===== src/rtl/fetch_pkg.sv =====
// Shared types and opcode constants for the fetch stage.
// Imported by inst_fetch and next_pc_calc.
package fetch_pkg;

  typedef enum logic [1:0] {
    IDLE,
    FETCH,
    WAIT,
    EXEC
  } fetch_state_t;

  localparam logic [5:0] OP_RTYPE = 6'h00;
  localparam logic [5:0] OP_J     = 6'h02;
  localparam logic [5:0] OP_JAL   = 6'h03;
  localparam logic [5:0] OP_BEQ   = 6'h04;
  localparam logic [5:0] OP_BNE   = 6'h05;
  localparam logic [5:0] FUNCT_JR = 6'h08;

endpackage


===== src/rtl/next_pc_calc.sv =====
// Next-PC selection: jr > jump > taken branch > fall-through.
// Purely combinational; the caller decides when to use the result.
module next_pc_calc #(
  parameter int ADDR_W = 32
) (
  input  logic [ADDR_W-1:0] i_pc_plus4,
  input  logic [25:0]       i_target,
  input  logic [31:0]       i_rs_data,
  input  logic              i_jump,
  input  logic              i_branch,
  input  logic              i_nequal,
  input  logic              i_jr,
  input  logic              i_alu_zero,
  output logic [ADDR_W-1:0] o_next_pc,
  output logic              o_misalign_raw
);

  logic [ADDR_W-1:0] w_br_off;
  logic              w_taken;

  assign w_br_off = {{(ADDR_W-18){i_target[15]}}, i_target[15:0], 2'b00};
  assign w_taken  = i_branch & (i_alu_zero ^ i_nequal);

  // Priority select of the redirect target
  always_comb begin
    o_next_pc      = i_pc_plus4;
    o_misalign_raw = 1'b0;
    if (i_jr) begin
      o_next_pc      = {i_rs_data[ADDR_W-1:2], 2'b00};
      o_misalign_raw = |i_rs_data[1:0];
    end else if (i_jump) begin
      o_next_pc = {i_pc_plus4[ADDR_W-1:28], i_target, 2'b00};
    end else if (w_taken) begin
      o_next_pc = i_pc_plus4 + w_br_off;
    end
  end

endmodule


===== src/rtl/inst_fetch.sv =====
// Instruction fetch stage: PC, imem handshake, latched instruction.
// Redirects the PC once the execute side reports completion.
module inst_fetch
  import fetch_pkg::*;
#(
  parameter int                ADDR_W   = 32,
  parameter logic [ADDR_W-1:0] RESET_PC = '0
) (
  input  logic              clk,
  input  logic              rst,
  output logic              imem_req,
  output logic [ADDR_W-1:0] imem_addr,
  input  logic              imem_gnt,
  input  logic              imem_rvalid,
  input  logic [31:0]       imem_rdata,
  output logic              inst_valid,
  output logic [31:0]       inst,
  output logic [5:0]        opcode,
  output logic [5:0]        funct,
  output logic [ADDR_W-1:0] pc,
  output logic [ADDR_W-1:0] pc_plus4,
  input  logic              exec_done,
  input  logic              jump,
  input  logic              branch,
  input  logic              nequal,
  input  logic              jr,
  input  logic              alu_zero,
  input  logic [31:0]       rs_data,
  output logic              misalign
);

  fetch_state_t      r_state;
  fetch_state_t      w_state_nxt;
  logic [ADDR_W-1:0] r_pc;
  logic [31:0]       r_inst;
  logic              r_inst_valid;
  logic              r_misalign;
  logic              w_capture;
  logic              w_advance;
  logic [ADDR_W-1:0] w_pc_plus4;
  logic [ADDR_W-1:0] w_next_pc;
  logic              w_misalign_raw;

  assign w_pc_plus4 = r_pc + ADDR_W'(4);

  next_pc_calc #(
    .ADDR_W(ADDR_W)
  ) u_next_pc (
    .i_pc_plus4    (w_pc_plus4),
    .i_target      (r_inst[25:0]),
    .i_rs_data     (rs_data),
    .i_jump        (jump),
    .i_branch      (branch),
    .i_nequal      (nequal),
    .i_jr          (jr),
    .i_alu_zero    (alu_zero),
    .o_next_pc     (w_next_pc),
    .o_misalign_raw(w_misalign_raw)
  );

  // Next state plus capture/advance strobes
  always_comb begin
    w_state_nxt = r_state;
    w_capture   = 1'b0;
    w_advance   = 1'b0;
    unique case (r_state)
      IDLE: w_state_nxt = FETCH;
      FETCH: begin
        if (imem_gnt && imem_rvalid) begin
          w_capture   = 1'b1;
          w_state_nxt = EXEC;
        end else if (imem_gnt) begin
          w_state_nxt = WAIT;
        end
      end
      WAIT: begin
        if (imem_rvalid) begin
          w_capture   = 1'b1;
          w_state_nxt = EXEC;
        end
      end
      EXEC: begin
        if (exec_done) begin
          w_advance   = 1'b1;
          w_state_nxt = FETCH;
        end
      end
      default: w_state_nxt = IDLE;
    endcase
  end

  // State register
  always_ff @(posedge clk or posedge rst) begin
    if (rst) r_state <= IDLE;
    else     r_state <= w_state_nxt;
  end

  // PC, instruction latch and misalign pulse
  always_ff @(posedge clk or posedge rst) begin
    if (rst) begin
      r_pc         <= RESET_PC;
      r_inst       <= '0;
      r_inst_valid <= 1'b0;
      r_misalign   <= 1'b0;
    end else begin
      r_misalign <= w_advance & w_misalign_raw;
      if (w_capture) begin
        r_inst       <= imem_rdata;
        r_inst_valid <= 1'b1;
      end
      if (w_advance) begin
        r_pc         <= w_next_pc;
        r_inst_valid <= 1'b0;
      end
    end
  end

  assign imem_req   = (r_state == FETCH);
  assign imem_addr  = r_pc;
  assign inst_valid = r_inst_valid;
  assign inst       = r_inst;
  assign opcode     = r_inst[31:26];
  assign funct      = r_inst[5:0];
  assign pc         = r_pc;
  assign pc_plus4   = w_pc_plus4;
  assign misalign   = r_misalign;

endmodule


===== config.mk =====
export PLATFORM = sky130hd
export DESIGN_NAME = inst_fetch
export DESIGN_NICKNAME = d
export VERILOG_FILES = /design/src/rtl/fetch_pkg.sv /design/src/rtl/next_pc_calc.sv /design/src/rtl/inst_fetch.sv
export SDC_FILE = /design/constraint.sdc
export NUM_CORES = 1
export LEC_CHECK = 0
export BUFFER_PORTS_ARGS = -buffer_cell sky130_fd_sc_hd__buf_2
export CAP_MARGIN = 10
export CORE_ASPECT_RATIO = 0.9
export CORE_UTILIZATION = 45
export DETAILED_ROUTE_END_ITERATION = 16
export GPL_ROUTABILITY_DRIVEN = 0
export PLACE_DENSITY_LB_ADDON = 0.15
export SLEW_MARGIN = 20
export SYNTH_ARGS = -nofsm -noshare
export SYNTH_HDL_FRONTEND = slang
export SYNTH_SLANG_ARGS = --single-unit

===== constraint.sdc =====
create_clock -name clk -period 5.7 [get_ports clk]
set_clock_uncertainty 0.05 [all_clocks]
set_input_delay 1.425 -clock clk [delete_from_list [all_inputs] [get_ports clk]]
set_output_delay 1.425 -clock clk [all_outputs]
set_load 0.1 [all_outputs]

# Word-level counts from Yosys, hierarchy flattened
# Index checks and enable logic that the tools add are counted.
# W data, S select, Z words.
# op_classes
n_addsub	2
eq_ne	6
muxes	16
bitwise_logic	3
reduce_logical	5
# op_table
operator	count
$mux W32	3
$add A32 B3 Y32 const B	1
$add A32 B32 Y32	1
$mux W2	4
$pmux W2 S4	1
$mux W1	7
$eq A2 B2 Y1 const B	2
$ne A2 B2 Y1 const B	2
$ne A3 B1 Y1 const B	1
$reduce_and A3 Y1	1
$and A1 B1 Y1	2
$eq A2 B1 Y1 const B	1
$logic_not A2 Y1	1
$pmux W1 S2	1
$reduce_bool A2 Y1	1
$reduce_or A2 Y1	1
$logic_and A1 B1 Y1	1
$xor A1 B1 Y1	1
# totals
regBits	68
wordCells	37

# Depth between registers and ports, before layout
# Gate-level depths: netlist (run 1).
# logic_depth
word_depth	5
depth_mapped	18

# By module
# Synthesis (run 1) repeated with hierarchy kept, for this count alone.
# hier_totals
hier_cells	664
hier_area_um2	5972.0
# modules_own_cells
module	n_inst	cells_per_inst	area_per_inst_um2	seq_area_each_um2
inst_fetch	1	290	3559.7	1701.6
next_pc_calc	1	374	2412.3	0.0

# Worst setup path after synthesis (run 1)
# Ideal clock, no wire load.
# synth_timing
path_type	reg-to-reg
start	register r_pc[2] (netlist: imem_addr[2])
end	register r_pc[31] (netlist: imem_addr[31])
setup_time_ps	95
t_arrival_ps	6038
setup_slack_ps	-483
stages_incl_launch_ff	17
synth_period_minus_slack_ps	6183
path_cell_list	dfrtp_1 -> ha_1 -> nand2_1 -> or3_4 -> nor3_4 -> nand2_1 -> xnor2_1 -> ha_1 -> a21oi_1 -> nor2_1 -> a211oi_1 -> o221a_2 -> o31ai_4 -> a221oi_2 -> xnor2_1 -> and3_1 -> o31ai_2
# synth_via
elab_chain_len	5
# synth_lines
item	line	rtl
start: declaration	inst_fetch.sv:34	logic [ADDR_W-1:0] r_pc;
start signal: assignment	inst_fetch.sv:112	r_pc <= w_next_pc;
$add A32 B3 Y32	inst_fetch.sv:44	assign w_pc_plus4 = r_pc + ADDR_W'(4);
net pc_plus4[16]	inst_fetch.sv:21	output logic [ADDR_W-1:0] pc_plus4,
$add A32 B32 Y32	next_pc_calc.sv:34	o_next_pc = i_pc_plus4 + w_br_off;
$mux W32	next_pc_calc.sv:33	end else if (w_taken) begin
$mux W32	next_pc_calc.sv:31	end else if (i_jump) begin
$mux W32	next_pc_calc.sv:28	if (i_jr) begin
# The timed path passes the listed nets, and every way through them passes these cells.
# A chain may end at the register's enable or synchronous reset.

# Worst setup path in the final report (run 1)
# layout_timing
start	register r_pc[4] (netlist: imem_addr[4])
end	output port pc_plus4[19]
# layout_via
elab_chain_len	1
# layout_lines
item	line
$add A32 B3 Y32	inst_fetch.sv:44
end: declaration	inst_fetch.sv:21
# No other way between the ends.

==> summary.md, run 1 <==
| Metric | Value |
|---|---|
| Synthesized area per cell | about 8.5 µm² |
| Post-route cell area | between 6000 and 7000 µm² |
| EDFF count, synth | 0 |
| Initial antenna violation count | 0 |
| Total gr overflow | 0 |
| Core box area | ~13,000 µm² |
| Die W | ~120 µm |
| #FFs+latches synth | 66 |
| Post-synth top cells | nand2_1, a21oi_1, dfrtp_1, nor2_1, buf_4 |
| DR pass1 iterations | 5 |
| Tightest Hold Check Type | flip-flop to flip-flop |
| Sequential cell area | approximately 1700 µm² |
| Distinct cells, synth | 67 |
| Arrival @ worst endpoint | 3.06 ns |
| Vias in the first global route | around 5.4k |
| Number of max-cap violations | 0 |
| CTS H-tree lvls | 3 |
| Initial Utilization | a little under half |
| Synth-to-Final Area Change | 19.27% |
| Via Count | just under 6k |
| Setup CP Type | flip-flop to primary output |
| Global-route wire length before repair | around 30 mm |
| Post-CTS sizing | 0 |
| Share of the synthesized area in the top cell type | between 20% and 30% |
| Post-CTS Hold Fix Bufs | 0 |
| Max Slew Vio Count | 0 |
| Post-Route Setup TNS | 0 ns |
| RSZ-0062 raised after global routing | false |
| Final Util | a little under three fifths |
| Area of the mapped netlist | about 5900 µm² |
| Clk sink count | between 60 and 70 |
| Post-route DRC | 0 |
| Clk buf depth | 2 |
| Final nets | 954 |
| Count leader, synth | nand2_1 |
| Clock transition at the registers of the reported paths | roughly 0.060 ns |
| Top Ports | 217 |
| Final antenna-violating net count | 0 |
| Initial drt markers | about 530 |
| GRT Overall Usage | 29.46% |
| Final wirelength | approximately 19 mm |
| Final critical-path required period | about 4.5 ns |
| Area after DPL | about 6700 µm² |
| Rows | 39 |
| Largest net degree at the start of global routing | 67 |
| Root buf cell | clkbuf_16 |
| CP Data Required Time | roughly 4.2 ns |
| TritonCTS Buffers | 9 |
| Fillers | between 1k and 1.5k |
| DR vias/cell | 5.741 |
| Main area contributors after synthesis | dfrtp_1, ha_1, buf_4 |
| Die H | between 100 and 150 µm |
| Sequential area share after synthesis | between 20 and 30% |
| Top cell type by total area after synthesis | dfrtp_1 |
| DP HPWL | around 14 mm |
| Synth Warn # | 0 |
| Crit end category | primary output |
| Setup violators final | 0 |
| Worst skew pair latency | 0.35 ns |
| Fin. Hold Viols | 0 |
| Fmax achieved | around 220 MHz |
| Fraction of layout cells with a size suffix above 1 | roughly a third |
| Mapped Cells | 685 |
| Type of origin of the critical path | flip-flop |
| Area occupied by multi-input gates | about 3700 µm² |
| CP Max Fanout | 8 |
| Die ar. | 13,470 µm² |
| Max-slew headroom | 37.26% |
| Async set or reset register ratio after synthesis | 100.0% |
| Antenna cells | 0 |
| Status | finished, final reports clean |
| Transition time at the pin with the least slew margin | approximately 0.94 ns |
| Post-synth top flop | dfrtp_1 |
| Setup Fix Bufs, Post-CTS | 0 |
| TritonCTS clock tree | built |
| Final period utilization | roughly four fifths |
| PortBufs | 210 |
| Wire length per cell | between 15 and 20 µm |
-- routing by layer --
layer  vias to the layer above  wire, µm  track usage [%]
met5                         -         0                0
met4                         0       379            10.89
met3                        30      2021            8.128
met2                       303      8331            44.10
met1                      2741      8496            40.38
li1                       2719         -                -
-- cell usage in the layout, fill, tap and decap left out, drive strengths merged, types with 3 or more instances in the layout --
cell and count:
buf 216, nand2 70, a21oi 67, dfrtp 66, nor2 54, o21ai 49
ha 39, xnor2 38, mux2 31, inv 20, nand3 19, xor2 15
and3 13, a211oi 12, clkbuf 12, a21o 10, nand4 10, nor3 9
o211ai 8, and2 6, conb 6, o31ai 6, a311oi 4, o21a 4
nand2b 4, and4 4, a31oi 4, a221oi 4, nand3b 3, mux2i 3
o221ai 3, o21bai 3, o22ai 3, clkinvlp 3, a2111oi 3, or3 3
-- state kept, by name (all words and copies together), names as in the netlist --
signal / cells
misalign: 1
inst_valid: 1
inst: 32
r_state: 2
imem_addr: 30
-- through the flow --
step | hold slack [ns] | worst slack (ns) | instances
after floorplan | 0.4937 | 0.08145 | 690
after global placement | 0.4532 | 1.670 | 993
after detailed placement | 0.4535 | 1.555 | 993
after CTS | 0.4849 | 1.210 | 1009
after global routing | 0.4977 | 1.004 | 1009
final | 0.4811 | 1.168 | 1009
-- cells by family after synthesis --
logic type      count (synthesis)  synth area share (%)
simple gates                  202                 16.73
buf+inv                        97                 10.73
fa+ha+maj                      40                 8.675
compound gates                192                 21.20
mux                            34                 6.474
xor+xnor                       53                 7.927
other cells                     1               0.06404
flops                          66                 28.21
-- layout make-up --
class	count	share of cell area, %
multi-input cells	527	52.72
flip-flops and latches	66	23.65
repair buffers	216	15.69
clock buffers	12	3.529
well taps	164	2.938
inverters	20	1.075
clock inverters	4	0.3941
-- worst paths after layout --
path                         startpoint             to  slack (ns)  cells after the start
max                        imem_addr[4]   pc_plus4[19]        1.17                      6
min                            inst[27]       inst[27]        0.48                      1
max reg2reg                imem_addr[4]  imem_addr[28]        1.44                     16
min reg2reg                    inst[27]       inst[27]        0.48                      1
max in group asynchronous           rst       inst[10]        3.73                      3
min in group asynchronous           rst       inst[17]        1.29                      3
-- worst max-delay path, stage by stage (launching register included) --
cell and delay, ns:
dfrtp_1 0.48, nand3_1 0.22, nor3_2 0.33, and2_1 0.38, nand2_1 0.17, xnor2_1 0.58
buf_2 0.55
Power of run 1 is left out: the tool's default activity adds up to more than one toggle a clock period on the data nets, which glitch-free logic cannot reach.
==> run 2: changes to the inputs <==
ABC_AREA = 1   (was unset)
clock period = 4.4 ns   (was 5.7 ns; I/O delays follow)
==> run 2 against run 1 <==
Worst setup slack worse by 0.60 ns. Critical path depth up 3. Sequential cell count did not move. Clock-buffer cell count unchanged. Highest routed layer unchanged. Sequential share of layout area decreased by 2.7 points. Register-to-register slack worse by 0.49 ns. Area after synthesis rose by 12%. Global-route usage is 1.0 points higher. Hold slack got worse by 0.011 ns.
==> summary.md, run 2 <==
| Metric | Value |
|---|---|
| Max FFs per register | 32 |
| Synth-to-Final Area Change | 20.11% |
| Vias in the first global route | between 6k and 7k |
| GRT Overall Usage | a little under a third |
| Fraction of layout cells with a size suffix above 1 | approximately 25% |
| Max Slew Vio Count | 0 |
| Die ar. | between 15,000 and 20,000 µm² |
| Async set or reset register ratio after synthesis | 100.0% |
| PortBufs | 210 |
| RSZ-0062 raised after global routing | false |
| Crit Reg-Reg Endpoint | imem_addr[28] |
| Post-CTS Hold Fix Bufs | 0 |
| Max-slew headroom | a little under a third |
| Synth Warn # | 0 |
| Arrival @ worst endpoint | ~2.7 ns |
| CP Max Fanout | 5 |
| Final antenna-violating net count | 0 |
| Clk sink count | between 60 and 70 |
| Flop-to-flop setup slack | roughly 0.95 ns |
| Post-Route Setup TNS | 0 ns |
| Share of the synthesized area in the top cell type | 25.16% |
| Total gr overflow | 0 |
| Min-Delay Endpoint | inst[27] |
| Most frequent cells in the layout | nand2_1, buf_2, inv_1, nor2_1, nand3_1 |
| Rows | between 40 and 50 |
| Initial drt markers | approximately 510 |
| CP Data Required Time | around 3.3 ns |
| Synthesized area per cell | between 6 and 7 µm² |
| Top Ports | roughly 220 |
| DR pass1 iterations | 5 |
| Final period utilization | around 87% |
| Setup Fix Bufs, Post-CTS | 0 |
| Distinct cells, synth | 41 |
| Number of max-cap violations | 0 |
| CTS H-tree lvls | 3 |
| TritonCTS Buffers | 9 |
| DR vias/cell | about 5.2 |
| Initial antenna violation count | 0 |
| EDFF count, synth | 0 |
| Fmax achieved | about 260 MHz |
| Area of the mapped netlist | between 6000 and 7000 µm² |
| Main area contributors after synthesis | dfrtp_1, nand2_1, ha_1 |
| Count leader, synth | nand2_1 |
| Mapped Cells | between 900 and 1k |
| Transition time at the pin with the least slew margin | between 1 and 1.5 ns |
| Core box area | between 10,000 and 15,000 µm² |
| Post-CTS sizing | 0 |
| Reg-to-Reg Start | imem_addr[2] |
| Setup CP Type | flip-flop to primary output |
| Wire length per cell | between 15 and 20 µm |
| Top cell type by total area after synthesis | dfrtp_1 |
| Crit end category | primary output |
| Fin. Hold Viols | 0 |
| #FFs+latches synth | between 60 and 70 |
| Die H | about 120 µm |
| Root buf cell | clkbuf_16 |
| Worst hold path stage count | 1 |
| Post-route DRC | 0 |
| Final wirelength | 22.37 mm |
| Worst skew pair latency | between 0.3 and 0.4 ns |
| Initial Utilization | 46.54% |
| Antenna cells | 0 |
| Die W | 129.3 µm |
| Tightest Hold Check Type | flip-flop to flip-flop |
| Setup violators final | 0 |
| Commonest non-fill, non-tap cell in the layout | nand2_1 |
| Sequential area share after synthesis | between 20 and 30% |
| TritonCTS clock tree | built |
| DP HPWL | between 15 and 20 mm |
| Via Count | 7,024 |
| Global-route wire length before repair | around 34 mm |
| Final nets | roughly 1.3k |
| Min-delay src | inst[27] |
| Clk buf depth | 2 |
| Clock transition at the registers of the reported paths | around 0.06 ns |
| Post-synth top flop | dfrtp_1 |
| Type of origin of the critical path | flip-flop |
| Status | finished, final reports clean |
| Final critical-path required period | 3.833 ns |
| Largest net degree at the start of global routing | 45 |
| Post-synth top cells | nand2_1, inv_1, nor2_1, nand3_1, dfrtp_1 |
| Reg2Reg Depth | 20 |
[run 2: cell count changes after synthesis, moves of 18 or more]
cell,previous run,this run
xnor2_1,38,6
a22oi_1,1,19
nor2_1,54,111
nand3_1,19,69
nand2_1,67,294
inv_1,19,128
[run 2: area by class of cell]
cell class / count / area, µm²
Fill cell: 1417 / 6222
Multi-Input combinational cell: 736 / 4050
Sequential cell: 66 / 1654
Timing Repair Buffer: 220 / 1126
Inverter: 130 / 491.7
Clock buffer: 12 / 246.5
Tap cell: 193 / 241.5
Clock inverter: 4 / 75.07
[run 2: worst max-delay path, cell delays in order (launching register included)]
cell	delay, ns
dfrtp_2	0.41
clkinvlp_4	0.17
nor2_2	0.25
nand2_2	0.16
nor2_1	0.24
nand3_1	0.18
o21bai_1	0.20
nand2_1	0.13
inv_1	0.14
buf_2	0.45
[run 2: stage by stage]
stage                     util [%]  instances  setup slack [ns]  instance area, µm²  hold slack, ns
after detailed placement     53.61       1345            0.9615                7564          0.4608
after CTS                    55.89       1361            0.5859                7885          0.4791
after global placement       53.61       1345            0.9889                7564          0.4534
after global routing         55.89       1361            0.4484                7885          0.4933
final                        55.89       1361            0.5668                7885          0.4704
after floorplan                  -        998           0.01615                6684          0.4864
[run 2: metal layers]
| layer | GRT usage (%) | part of all wire (%) |
|---|---|---|
| met4 | 9.333 | 2.1 |
| met5 | 0 | 0 |
| met3 | 6.780 | 8.9 |
| met2 | 47.81 | 44 |
| met1 | 41.91 | 45 |
[run 2: worst max-delay path by stage]
stage	from	endpoint	cells after the start
6_report	imem_addr[2]	pc_plus4[19]	9
5_1_grt	imem_addr[2]	pc_plus4[29]	11
4_1_cts	imem_addr[2]	pc_plus4[23]	8
3_5_place_dp	imem_addr[2]	pc_plus4[23]	8
3_3_place_gp	imem_addr[2]	pc_plus4[23]	8
2_1_floorplan	imem_addr[2]	imem_addr[28]	19
[run 2: cell families (layout without fill, tap and decap cells)]
group	after synthesis	after routing	share of synthesized area, %
other cells	1	6	0.05712
xor+xnor	23	23	3.412
compound gates	121	121	10.73
mux	31	31	5.317
fa+ha+maj	40	40	7.738
simple gates	515	515	32.72
buf+inv	196	366	14.87
flops	66	66	25.16
Power of run 2 is left out for the same reason.
==> run 3: changes to the inputs <==
--- a/constraint.sdc
+++ b/constraint.sdc
@@ -3,3 +3,3 @@
 set_input_delay 1.1 -clock clk [delete_from_list [all_inputs] [get_ports clk]]
 set_output_delay 1.1 -clock clk [all_outputs]
-set_load 0.1 [all_outputs]
+set_load 0.01 [all_outputs]
==> run 3 against run 2 <==
Register-to-register slack worse by 0.13 ns. Sequential cell count stayed put. Sequential share of layout area is 0.27 points higher. Non-clock buffer count is 2 lower. Hold slack hardly changed. Final cell count is 0.15% lower. Via count is 2.1% higher. First-iteration DRC count is 23% higher. Maximum frequency is 7.1% higher. Critical path depth is 8 higher. Critical path type is now flip-flop to flip-flop.
==> summary.md, run 3 (same netlist as run 2, synthesis figures left out) <==
| Metric | Value |
|---|---|
| Status | finished, final reports clean |
| Via Count | 7,175 |
| CTS H-tree lvls | 3 |
| Setup CP Type | flip-flop to flip-flop |
| Initial antenna violation count | 0 |
| Fin. Hold Viols | 0 |
| TritonCTS clock tree | built |
| Antenna cells | 0 |
| Reg-to-Reg Start | imem_addr[3] |
| Leakage | approximately 4.4 nW |
| Max-slew headroom | a little over a third |
| Total gr overflow | 0 |
| DR vias/cell | ~5.3 |
| Post-route DRC | 0 |
| Type of origin of the critical path | flip-flop |
| Vias in the first global route | ~6.6k |
| Fillers | around 1.4k |
| Largest net degree at the start of global routing | 44 |
| Final period utilization | 81.31% |
| Core box area | approximately 14,000 µm² |
| Post-CTS Hold Fix Bufs | 0 |
| Max Slew Vio Count | 0 |
| CP Max Fanout | 6 |
| Clk buf depth | 2 |
| Setup violators final | 0 |
| Fmax achieved | between 200 and 300 MHz |
| Die H | between 100 and 150 µm |
| Most frequent cells in the layout | nand2_1, buf_2, inv_1, nor2_1, nand3_1 |
| Tightest Hold Check Type | flip-flop to flip-flop |
| Final antenna-violating net count | 0 |
| Crit end category | flip-flop |
| Worst skew pair latency | 0.35 ns |
| GRT Overall Usage | a little under a third |
| Initial drt markers | 631 |
| Crit path launch | imem_addr[3] |
| Arrival @ worst endpoint | roughly 3.8 ns |
| Final critical-path required period | 3.578 ns |
| DP HPWL | 18.01 mm |
| Die ar. | approximately 15,000 µm² |
| Global-route wire length before repair | roughly 35 mm |
| Number of max-cap violations | 0 |
| TritonCTS Buffers | 9 |
| Transition time at the pin with the least slew margin | roughly 0.97 ns |
| Final wirelength | between 20 and 25 mm |
| Peak VDD IR | ~0.00046 V |
| Max FFs per register | 32 |
| Min-delay src | inst[27] |
| CP Data Required Time | around 4.6 ns |
| DR pass1 iterations | 6 |
| Final nets | approximately 1.3k |
| Worst hold slack | about 0.47 ns |
| Initial Utilization | between 40% and 50% |
| Setup Fix Bufs, Post-CTS | 0 |
| PortBufs | 210 |
| Wire length per cell | about 17 µm |
| RSZ-0062 raised after global routing | false |
| Clk sink count | 66 |
| Commonest non-fill, non-tap cell in the layout | nand2_1 |
| Clock transition at the registers of the reported paths | about 0.060 ns |
| Rows | 41 |
| Post-CTS sizing | 0 |
| Top Ports | 217 |
| Fraction of layout cells with a size suffix above 1 | between 20 and 25% |
| Root buf cell | clkbuf_16 |
| Die W | approximately 130 µm |
| Pwr Density | between 800 and 900 nW/µm² |
| Post-Route Setup TNS | 0 ns |
| Tot Pwr | around 6.5 mW |
| Synth-to-Final Area Change | 18.41% |
-- run 3: layout make-up --
| type | count | area (µm²) | area share, % |
|---|---|---|---|
| inverter | 130 | 488.0 | 6.277 |
| tap | 193 | 241.5 | 3.106 |
| timing repair buffer | 218 | 1111 | 14.29 |
| clock inverter | 7 | 100.1 | 1.288 |
| sequential | 66 | 1652 | 21.25 |
| clock buffer | 9 | 225.2 | 2.897 |
| multi-input combinational | 736 | 3956 | 50.89 |
-- run 3: worst max-delay path: stages (launching register included) --
cell and delay (ns):
dfrtp_1 0.41, ha_1 0.23, nand3_2 0.13, nor2_4 0.23
nand2_4 0.10, nor2_4 0.18, xor2_1 0.50, ha_1 0.41
a21oi_1 0.30, o21ai_0 0.16, inv_1 0.07, nand2_1 0.09
inv_1 0.09, nand2_1 0.06, nand2_1 0.05, nand3_1 0.17
nand2_1 0.17, nand2_1 0.06
-- run 3: per-layer routing --
layer  part of all wire (%)  vias up  wire length [µm]  global-route usage, %
li1                       -     3478                 -                      -
met1                     44     3335             10150                  42.62
met2                     44      324             10140                  50.43
met3                    9.3       38              2117                  6.734
met4                    2.0        0               456                  9.412
met5                      0        -                 0                      0
-- run 3: through the flow --
step                      instance area (µm²)  utilization (%)  std cells  setup WS [ns]
final                                    7774            55.10       1359         0.8222
after global routing                     7774            55.10       1359         0.6031
after CTS                                7774            55.10       1359         0.8627
after detailed placement                 7448            52.80       1343         0.9505
after global placement                   7448            52.80       1343         0.9508
after floorplan                          6584                -        998          1.503
-- run 3: final timing paths --
path | end | slack, ns | cells after the start
worst max-delay path | imem_addr[21] | 0.82 | 17
worst min-delay path | inst[27] | 0.47 | 1
worst max register to register | imem_addr[21] | 0.82 | 17
worst min register to register | inst[27] | 0.47 | 1
max in group asynchronous | imem_addr[17] | 2.46 | 3
min in group asynchronous | inst[28] | 0.92 | 2
-- run 3: where the power goes --
part / switching (mW) / leakage [nW] / internal [mW]
Clock: 0.306 / 0.160 / 0.501
Sequential: 0.469 / 0.805 / 0.899
Combinational: 2.71 / 3.47 / 1.64
No activity file was read; power rests on OpenSTA's default activity.
